==> src/rtl/drum_pad_encoder_pkg.sv <==
// drum_pkg: shared constants for the drum pad encoder.
// FSM state encodings, bit positions inside the Entrada command word and the
// pad count used by the conditioning and picking logic.
package drum_pkg;

    // FSM states, kept as plain constants so older tools can read them
    localparam logic [1:0] ST_WAIT_START = 2'd0;
    localparam logic [1:0] ST_RUN        = 2'd1;
    localparam logic [1:0] ST_PAD_HOLD   = 2'd2;

    // Bit positions inside the Entrada word
    localparam int E_START = 0;
    localparam int E_BAND  = 1;
    localparam int E_PAD0  = 2;

    // Number of drum pads and total conditioned inputs (start + band + pads)
    localparam int PAD_COUNT   = 5;
    localparam int INPUT_COUNT = PAD_COUNT + 2;

    // Convert a zero-based pad index into the 1-based pad number the painter reports
    function automatic logic [2:0] pad_number(input logic [2:0] idx);
        return idx + 3'd1;
    endfunction

endpackage

==> src/rtl/drum_pad_encoder_debouncer.sv <==
// input_debouncer: conditions one asynchronous raw input.
// Two-flop synchroniser, then a level that changes only after the synchronised
// value has differed from it for DEBOUNCE_CYCLES consecutive cycles.
// Also produces a one-cycle rise pulse for each accepted 0->1 change.
module input_debouncer #(
    parameter int DEBOUNCE_CYCLES = 4,
    parameter int DEBOUNCE_W      = 20
) (
    input  logic clk,
    input  logic reset,
    input  logic raw,
    output logic level,
    output logic rise
);

    logic                  sync_a;
    logic                  sync_b;
    logic                  stable;
    logic                  stable_d;
    logic [DEBOUNCE_W-1:0] count;

    // Bring the raw input into the clock domain through two flops
    always_ff @(posedge clk or negedge reset) begin
        if (!reset) begin
            sync_a <= 1'b0;
            sync_b <= 1'b0;
        end else begin
            sync_a <= raw;
            sync_b <= sync_a;
        end
    end

    // Count consecutive differing cycles and accept the new level on the last one
    always_ff @(posedge clk or negedge reset) begin
        if (!reset) begin
            stable <= 1'b0;
            count  <= '0;
        end else if (sync_b != stable) begin
            if (count == DEBOUNCE_W'(DEBOUNCE_CYCLES - 1)) begin
                stable <= sync_b;
                count  <= '0;
            end else begin
                count <= count + DEBOUNCE_W'(1);
            end
        end else begin
            count <= '0;
        end
    end

    // Delayed copy of the debounced level used to find rising edges
    always_ff @(posedge clk or negedge reset) begin
        if (!reset) begin
            stable_d <= 1'b0;
        end else begin
            stable_d <= stable;
        end
    end

    assign level = stable;
    assign rise  = stable & ~stable_d;

endmodule

==> src/rtl/drum_pad_encoder.sv <==
// drum_pad_encoder: front end of the band painter.
// Debounces the start key, the static-band switch and five drum pads, then
// drives the registered one-hot Entrada word: bit0 start, bit1 band, bits6:2 pads.
// At most one pad bit is high at a time, held for HOLD_CYCLES per accepted hit.
module drum_pad_encoder
    import drum_pkg::*;
#(
    parameter int DEBOUNCE_CYCLES = 4,
    parameter int DEBOUNCE_W      = 20,
    parameter int HOLD_CYCLES     = 8,
    parameter int HOLD_W          = 16
) (
    input  logic       clk,
    input  logic       reset,
    input  logic       btn_start,
    input  logic       sw_band,
    input  logic [4:0] pad,
    output logic [6:0] entrada,
    output logic       hit_strobe,
    output logic [2:0] hit_id,
    output logic       running
);

    logic [INPUT_COUNT-1:0] raw_bus;
    logic [INPUT_COUNT-1:0] level_bus;
    logic [INPUT_COUNT-1:0] rise_bus;

    logic                   start_rise;
    logic                   band_level;
    logic [PAD_COUNT-1:0]   pad_rise;

    logic                   pad_hit;
    logic [2:0]             pick_idx;

    logic [1:0]             state;
    logic [1:0]             state_n;
    logic [2:0]             sel;
    logic [2:0]             sel_n;
    logic [HOLD_W-1:0]      timer;
    logic [HOLD_W-1:0]      timer_n;
    logic [6:0]             entrada_n;
    logic                   hit_strobe_n;
    logic [2:0]             hit_id_n;
    logic                   running_n;

    logic                   unused_conditioning;

    assign raw_bus = {pad, sw_band, btn_start};

    genvar g;
    generate
        for (g = 0; g < INPUT_COUNT; g++) begin : g_cond
            input_debouncer #(
                .DEBOUNCE_CYCLES(DEBOUNCE_CYCLES),
                .DEBOUNCE_W     (DEBOUNCE_W)
            ) u_debouncer (
                .clk  (clk),
                .reset(reset),
                .raw  (raw_bus[g]),
                .level(level_bus[g]),
                .rise (rise_bus[g])
            );
        end
    endgenerate

    assign start_rise = rise_bus[E_START];
    assign band_level = level_bus[E_BAND];
    assign pad_rise   = rise_bus[E_PAD0 +: PAD_COUNT];

    // Only the start/pad edges and the band level drive the FSM
    assign unused_conditioning = ^{level_bus[E_PAD0 +: PAD_COUNT], level_bus[E_START], rise_bus[E_BAND]};

    // Priority picker: scanning from the top down leaves the lowest rising pad selected
    always_comb begin
        pad_hit  = 1'b0;
        pick_idx = 3'd0;
        for (int i = PAD_COUNT - 1; i >= 0; i--) begin
            if (pad_rise[i]) begin
                pad_hit  = 1'b1;
                pick_idx = 3'(i);
            end
        end
    end

    // Next-state, hold timer and next output word, all registered together below
    always_comb begin
        state_n      = state;
        sel_n        = sel;
        timer_n      = timer;
        entrada_n    = '0;
        hit_strobe_n = 1'b0;
        hit_id_n     = 3'd0;
        running_n    = running;
        case (state)
            ST_WAIT_START: begin
                if (start_rise) begin
                    entrada_n[E_START] = 1'b1;
                    running_n          = 1'b1;
                    state_n            = ST_RUN;
                end
            end
            ST_RUN, ST_PAD_HOLD: begin
                if (pad_hit) begin
                    state_n      = ST_PAD_HOLD;
                    sel_n        = pick_idx;
                    timer_n      = HOLD_W'(HOLD_CYCLES - 1);
                    hit_strobe_n = 1'b1;
                    hit_id_n     = pad_number(pick_idx);
                end else if (state == ST_PAD_HOLD) begin
                    if (timer == '0) begin
                        state_n = ST_RUN;
                    end else begin
                        timer_n = timer - HOLD_W'(1);
                    end
                end
                entrada_n[E_BAND] = band_level;
                for (int i = 0; i < PAD_COUNT; i++) begin
                    entrada_n[E_PAD0 + i] = (state_n == ST_PAD_HOLD) && (sel_n == 3'(i));
                end
            end
            default: begin
                state_n = ST_WAIT_START;
                timer_n = '0;
            end
        endcase
    end

    // State and output registers; reset drops any hit in progress immediately
    always_ff @(posedge clk or negedge reset) begin
        if (!reset) begin
            state      <= ST_WAIT_START;
            sel        <= 3'd0;
            timer      <= '0;
            entrada    <= '0;
            hit_strobe <= 1'b0;
            hit_id     <= 3'd0;
            running    <= 1'b0;
        end else begin
            state      <= state_n;
            sel        <= sel_n;
            timer      <= timer_n;
            entrada    <= entrada_n;
            hit_strobe <= hit_strobe_n;
            hit_id     <= hit_id_n;
            running    <= running_n;
        end
    end

endmodule

==> config.mk <==
export PLATFORM = sky130hd
export DESIGN_NAME = drum_pad_encoder
export DESIGN_NICKNAME = d
export VERILOG_FILES = /design/src/rtl/drum_pad_encoder_pkg.sv /design/src/rtl/drum_pad_encoder_debouncer.sv /design/src/rtl/drum_pad_encoder.sv
export SDC_FILE = /design/constraint.sdc
export NUM_CORES = 1
export LEC_CHECK = 0
export ABC_AREA = 1
export CORE_MARGIN = 10
export CORE_UTILIZATION = 30
export CTS_BUF_LIST = sky130_fd_sc_hd__clkbuf_4
export CTS_CLUSTER_DIAMETER = 120
export DETAILED_ROUTE_END_ITERATION = 16
export GPL_TIMING_DRIVEN = 0
export PLACE_DENSITY_LB_ADDON = 0.1
export SYNTH_ARGS = -nofsm -noshare
export SYNTH_HDL_FRONTEND = slang
export SYNTH_HIERARCHICAL = 1
export SYNTH_SLANG_ARGS = --single-unit
==> constraint.sdc <==
create_clock -name clk -period 2.8 [get_ports clk]
set_input_delay 0.56 -clock clk [delete_from_list [all_inputs] [get_ports clk]]
set_output_delay 0.56 -clock clk [all_outputs]
set_load 0.05 [all_outputs]
# After elaboration in Yosys (flattened, before gate mapping)
# Index checks and enable logic that the tools add are counted.
[word_totals] regBits=200 inputBits=9 mem_bits_ro=0 latchBits=0 n_memories=0 ram_bits=0 elab_cells=148
[classes] shifts=0 div=0 bitwise=13 n_lt_le_gt_ge=0 n_reduce_logical=18 addsub=9 multipliers=0 mux=43 n_eq_ne=24
[ops] cell="20-bit two-way mux" n=14
[ops] cell="20-bit by 1-bit adder with 20-bit output (second input constant)" n=7
[ops] cell="20-bit by 2-bit equality test with 1-bit output (second input constant)" n=7
[ops] cell="16-bit two-way mux" n=3
[ops] cell="16-bit case mux with 2 select lines" n=1
[ops] cell="3-bit two-way mux" n=9
[ops] cell="16-bit zero test" n=1
[ops] cell="2-bit AND reduction" n=8
[ops] cell="16-bit by 1-bit subtractor with 16-bit output (second input constant)" n=1
[ops] cell="2-bit two-way mux" n=5
[ops] cell="1-bit two-way mux" n=9
[ops] cell="1-bit inequality test" n=7
[ops] cell="1-bit inverter" n=7
[ops] cell="1-bit bitwise AND" n=6
[ops] cell="3-bit by 2-bit equality test with 1-bit output (second input constant)" n=2
[ops] cell="6-bit two-way mux" n=1
[ops] cell="3-bit inequality test (second input constant)" n=2
[ops] cell="1-bit logical AND" n=5
[ops] cell="2-bit equality test (second input constant)" n=2
[ops] cell="2-bit case mux with 2 select lines" n=1
[ops] cell="3-bit by 1-bit adder with 3-bit output (second input constant)" n=1
[ops] cell="3-bit by 1-bit equality test with 1-bit output (second input constant)" n=1
[ops] cell="3-bit equality test (second input constant)" n=1
[ops] cell="3-bit zero test" n=1
[ops] cell="other kinds (5)" n=5

# Longest topological paths before layout
[logic_depth] word_depth=12 depth_mapped=12 depth_no_buf=12

# By module
# Netlist, hierarchy kept.
[by_module_without_submodules] mod="input_debouncer" instances=7 cells_each=180 area_per_inst_um2=1347.5 seq_area_each_um2=600.6
[by_module_without_submodules] mod="drum_pad_encoder" instances=1 cells_each=262 area_per_inst_um2=1931.9 seq_area_each_um2=825.8

# Least setup slack after synthesis
# OpenSTA, ideal clock, no wires.
[synth_path] kind="reg-to-reg" startpoint="register timer[0]" endpoint="register timer[10]" path_slack_ps=1260 period_less_slack_ps=1540 path_buffers=1 setup_ps=117 required_ps=2683 stages_incl_launch_ff=11 t_arrival_ps=1423 path_cell_list="dfrtp_1 > inv_1 > ha_1 > nand2_2 > nor2_1 > nand2_1 > nand2_2 > nand2_4 > buf_6 > nand3_1 > nand2_1"
[synth_via] elab_chain_len=5 elab_cells_between_ends=8
[synth_lines] item="start, declared" line="drum_pad_encoder.sv:39" text="logic [HOLD_W-1:0] timer;"
[synth_lines] item="start signal, assigned" line="drum_pad_encoder.sv:141" text="timer <= timer_n;"
[synth_lines] item="16-bit by 1-bit subtractor with 16-bit output" line="drum_pad_encoder.sv:113" text="timer_n = timer - HOLD_W'(1);"
[synth_lines] item="16-bit two-way mux" line="drum_pad_encoder.sv:110" text="if (timer == '0) begin"
[synth_lines] item="16-bit two-way mux" line="drum_pad_encoder.sv:109" text="end else if (state == ST_PAD_HOLD) begin"
[synth_lines] item="16-bit two-way mux" line="drum_pad_encoder.sv:103" text="if (pad_hit) begin"
[synth_lines] item="16-bit case mux with 2 select lines" line="drum_pad_encoder.sv:94" text="case (state)"
# Several ways; a longest one is shown, not always the timed one. The select of a mux whose other input is x is not followed.
# A chain may end at the register's enable or synchronous reset.

# Worst setup path after layout
[layout_path] startpoint="register running" endpoint="output running"
[layout_lines] item="start, declared" line="drum_pad_encoder.sv:21" text="output logic running"
[layout_lines] item="start signal, assigned" line="drum_pad_encoder.sv:145" text="running <= running_n;"
# No word-level cell between the ends.

==> reports/summary.log <==
INFO  sta            min_hold_slack=0.363ns
INFO  clocking       cts_repair_resize_count=0
INFO  worst_setup_path type_of_element_capturing_the_critical_path=primary output
INFO  drt            wirelength_per_cell=12.2um
INFO  min_path       min_delay_worst_endpoint=g_cond[3].u_debouncer/sync_a$_DFF_PN0_
INFO  worst_setup_path timing.critical_path.arrival=1.80ns
INFO  worst_setup_path reg2regPathDepth=10
INFO  worst_setup_path r2r_slack=0.94ns
INFO  sta            timing.final.hold_violations=0
INFO  finish         num-nets-final=1588
INFO  power          power.ir.vdd_worst=0.252mV
INFO  worst_setup_path worst_path_largest_cell_delay=0.80ns
INFO  worst_setup_path worst_r2r_startpoint=timer[0]$_DFFE_PN0P_
INFO  global_route   grt_pass1_vias=8843
INFO  status         status=completed
INFO  sta            grt_setup_unrepaired=no
INFO  min_path       timing.hold.worst.start=pad[1]
INFO  worst_setup_path regToRegEndpoint=timer[5]$_DFFE_PN0P_
INFO  placement      gpl.final_weighted_congestion=0.816
INFO  flow_run       drv.max_cap_violation_count=0
INFO  worst_setup_path critical_path_class=reg2out
INFO  finish         area_growth=10.7%
INFO  global_route   grt_max_degree=111
INFO  min_path       min_path_cells=1
INFO  min_path       hp-class=in2reg
INFO  clocking       clock_path_buffers=2
INFO  drt            detail_route.vias_per_cell=4.29
INFO  worst_setup_path worstPathRequired=2.24ns
INFO  finish         most_frequent_cells_in_the_layout=397 x sky130_fd_sc_hd__nand2_1, 360 x sky130_fd_sc_hd__nor2_1, 200 x sky130_fd_sc_hd__dfrtp_1
INFO  drt            detail_route.first_pass.iterations=5
INFO  worst_setup_path cp-start-kind=flip-flop
INFO  drt            dr.first_iter.drc_count=392
INFO  clocking       htree_num_levels=4
INFO  clocking       clock_sink_count=200
INFO  sta            report.final.slew_viol_count=0
INFO  finish         fill_cells=4136
INFO  global_route   antenna_found_initial=1
INFO  drt            num_vias=8946
INFO  clocking       clk_root_buffer_cell=sky130_fd_sc_hd__clkbuf_4
INFO  finish         commonest_non_fill_non_tap_cell_in_the_layout=sky130_fd_sc_hd__nand2_1
INFO  worst_setup_path cpMaxStageDelayCell=sky130_fd_sc_hd__clkdlybuf4s50_1
INFO  sta            worst_clock_skew=0.0245ns
INFO  drt            drc_errors=0
INFO  synthesis      synth.net_count=1547
INFO  global_route   overall_overflow_remaining_after_global_route=0
INFO  floorplanning  die_width=214um
INFO  clocking       cts.reportedPaths.clkPinSlew=0.17ns
INFO  sta            max-slew-margin-rel=52.1%
INFO  synthesis      synth.avg_cell_area=7.46um^2
INFO  worst_setup_path critical_path_cell_by_cell=clkdlybuf4s50_1
INFO  floorplanning  floorplan.die.height=214um
INFO  placement      dp.final_hpwl=18800um
INFO  worst_setup_path path_max_fanout=2
INFO  worst_setup_path crit_buf_inv=1
INFO  sta            fmax=423MHz
INFO  finish         drive_above_1_share=8.46%
INFO  global_route   grt_first_pass_wirelength=44700um
INFO  synthesis      synth.cell_area=11300um^2
INFO  placement      dp_cells=2051
INFO  sta            post-route-min-period=2.36ns
INFO  power          powerDensity=703nW/um^2
INFO  worst_setup_path crit_family=buffers and inverters
INFO  placement      port_buffers=20
INFO  finish         layoutNonFillerInstCount=2085
INFO  clocking       cts_tree=done
INFO  floorplanning  io_pins=21
INFO  floorplanning  fp.coreArea=37500um^2
INFO  synthesis      netlist_instances=1519
INFO  drt            detail_route.wirelength=25400um
INFO  sta            worst_slew_pin_slew=0.719ns
INFO  floorplanning  rows=71
INFO  synthesis      yosysWarnings=6
INFO  drt            detail-route-antenna-nets=0
INFO  floorplanning  total_die_area=45900um^2
INFO  sta            finalSetupViolCount=0
INFO  clocking       cts-buffers-inserted=17
INFO  sta            fraction_of_the_cycle_the_final_worst_path_needs=84.4%
INFO  clocking       clkLatencyLatePin=0.62ns
INFO  global_route   global_router_s_overall_resource_usage=11.6%
INFO  power          leakagePower=0.00569uW
INFO  floorplanning  initial_utilization=30.2%
==> power by group <==
group	internal [uW]	leakage (uW)	switching, uW	total, uW
clock network	753	0.000174	1030	1790
logic	1080	0.00281	2290	3370
registers	3270	0.00270	390	3660
==> worst max-delay path by stage <==
stage | startpoint | endpoint | slack (ns) | cells past startpoint
2_1_floorplan | timer[0]$_DFFE_PN0P_ | timer[10]$_DFFE_PN0P_ | 1.26 | 10
3_3_place_gp | reset | g_cond[1].u_debouncer/count[16]$_DFF_PN0_ | -8.12 | 1
3_5_place_dp | g_cond[2].u_debouncer/level$_DFFE_PN0P_ | sel[0]$_DFFE_PN0N_ | 0.99 | 10
4_1_cts | running$_DFFE_PN0P_ | running | 0.34 | 1
5_1_grt | running$_DFFE_PN0P_ | running | 0.31 | 1
6_report | running$_DFFE_PN0P_ | running | 0.44 | 1
==> registers in the layout, summed over array words and instances, names as in the netlist <==
name / flops
g_cond.u_debouncer/count: 140
timer: 16
entrada: 7
g_cond.u_debouncer/level: 7
g_cond.u_debouncer/sync_a: 7
g_cond.u_debouncer/sync_b: 7
g_cond.u_debouncer/stable_d: 6
hit_id: 3
sel: 3
state: 2
hit_strobe: 1
running: 1
==> layout make-up <==
class / count / area [um^2] / area share (%)
diodes: 1 / 2.50 / 0.0199
flip-flops and latches: 200 / 5000 / 39.9
plain buffers: 11 / 82.6 / 0.658
clock buffers: 21 / 158 / 1.26
inverters: 184 / 696 / 5.55
multi-input cells: 1124 / 5550 / 44.2
repair buffers: 22 / 243 / 1.93
well taps: 511 / 639 / 5.10
clock inverters: 11 / 171 / 1.37
==> metal layers <==
layer	GRT usage [%]	up-vias	share of wire (%)
met5	0	-	0
met4	2.86	0	0.93
met3	2.19	11	2.2
met2	18.6	66	45
met1	15.8	4131	52
li1	-	4738	-
==> repair_timing <==
action,in CTS,in global routing
buffers inserted,0,0
hold buffers,1,0
hold endpoints to repair,90,0
==> stage by stage <==
step / util [%] / setup TNS, ns / setup WS [ns] / cell area, um^2 / total power [uW]
after floorplan: - / 0 / 1.26 / 11300 / 6190
after global placement: 32.5 / -1615.73 / -8.12 / 12200 / 7150
after detailed placement: 32.6 / 0 / 0.992 / 12200 / 7160
after CTS: 33.5 / 0 / 0.342 / 12500 / 9030
after global routing: 33.5 / 0 / 0.310 / 12500 / 9640
final: 33.5 / 0 / 0.438 / 12500 / 8820
No activity file was read; power rests on OpenSTA's default activity.
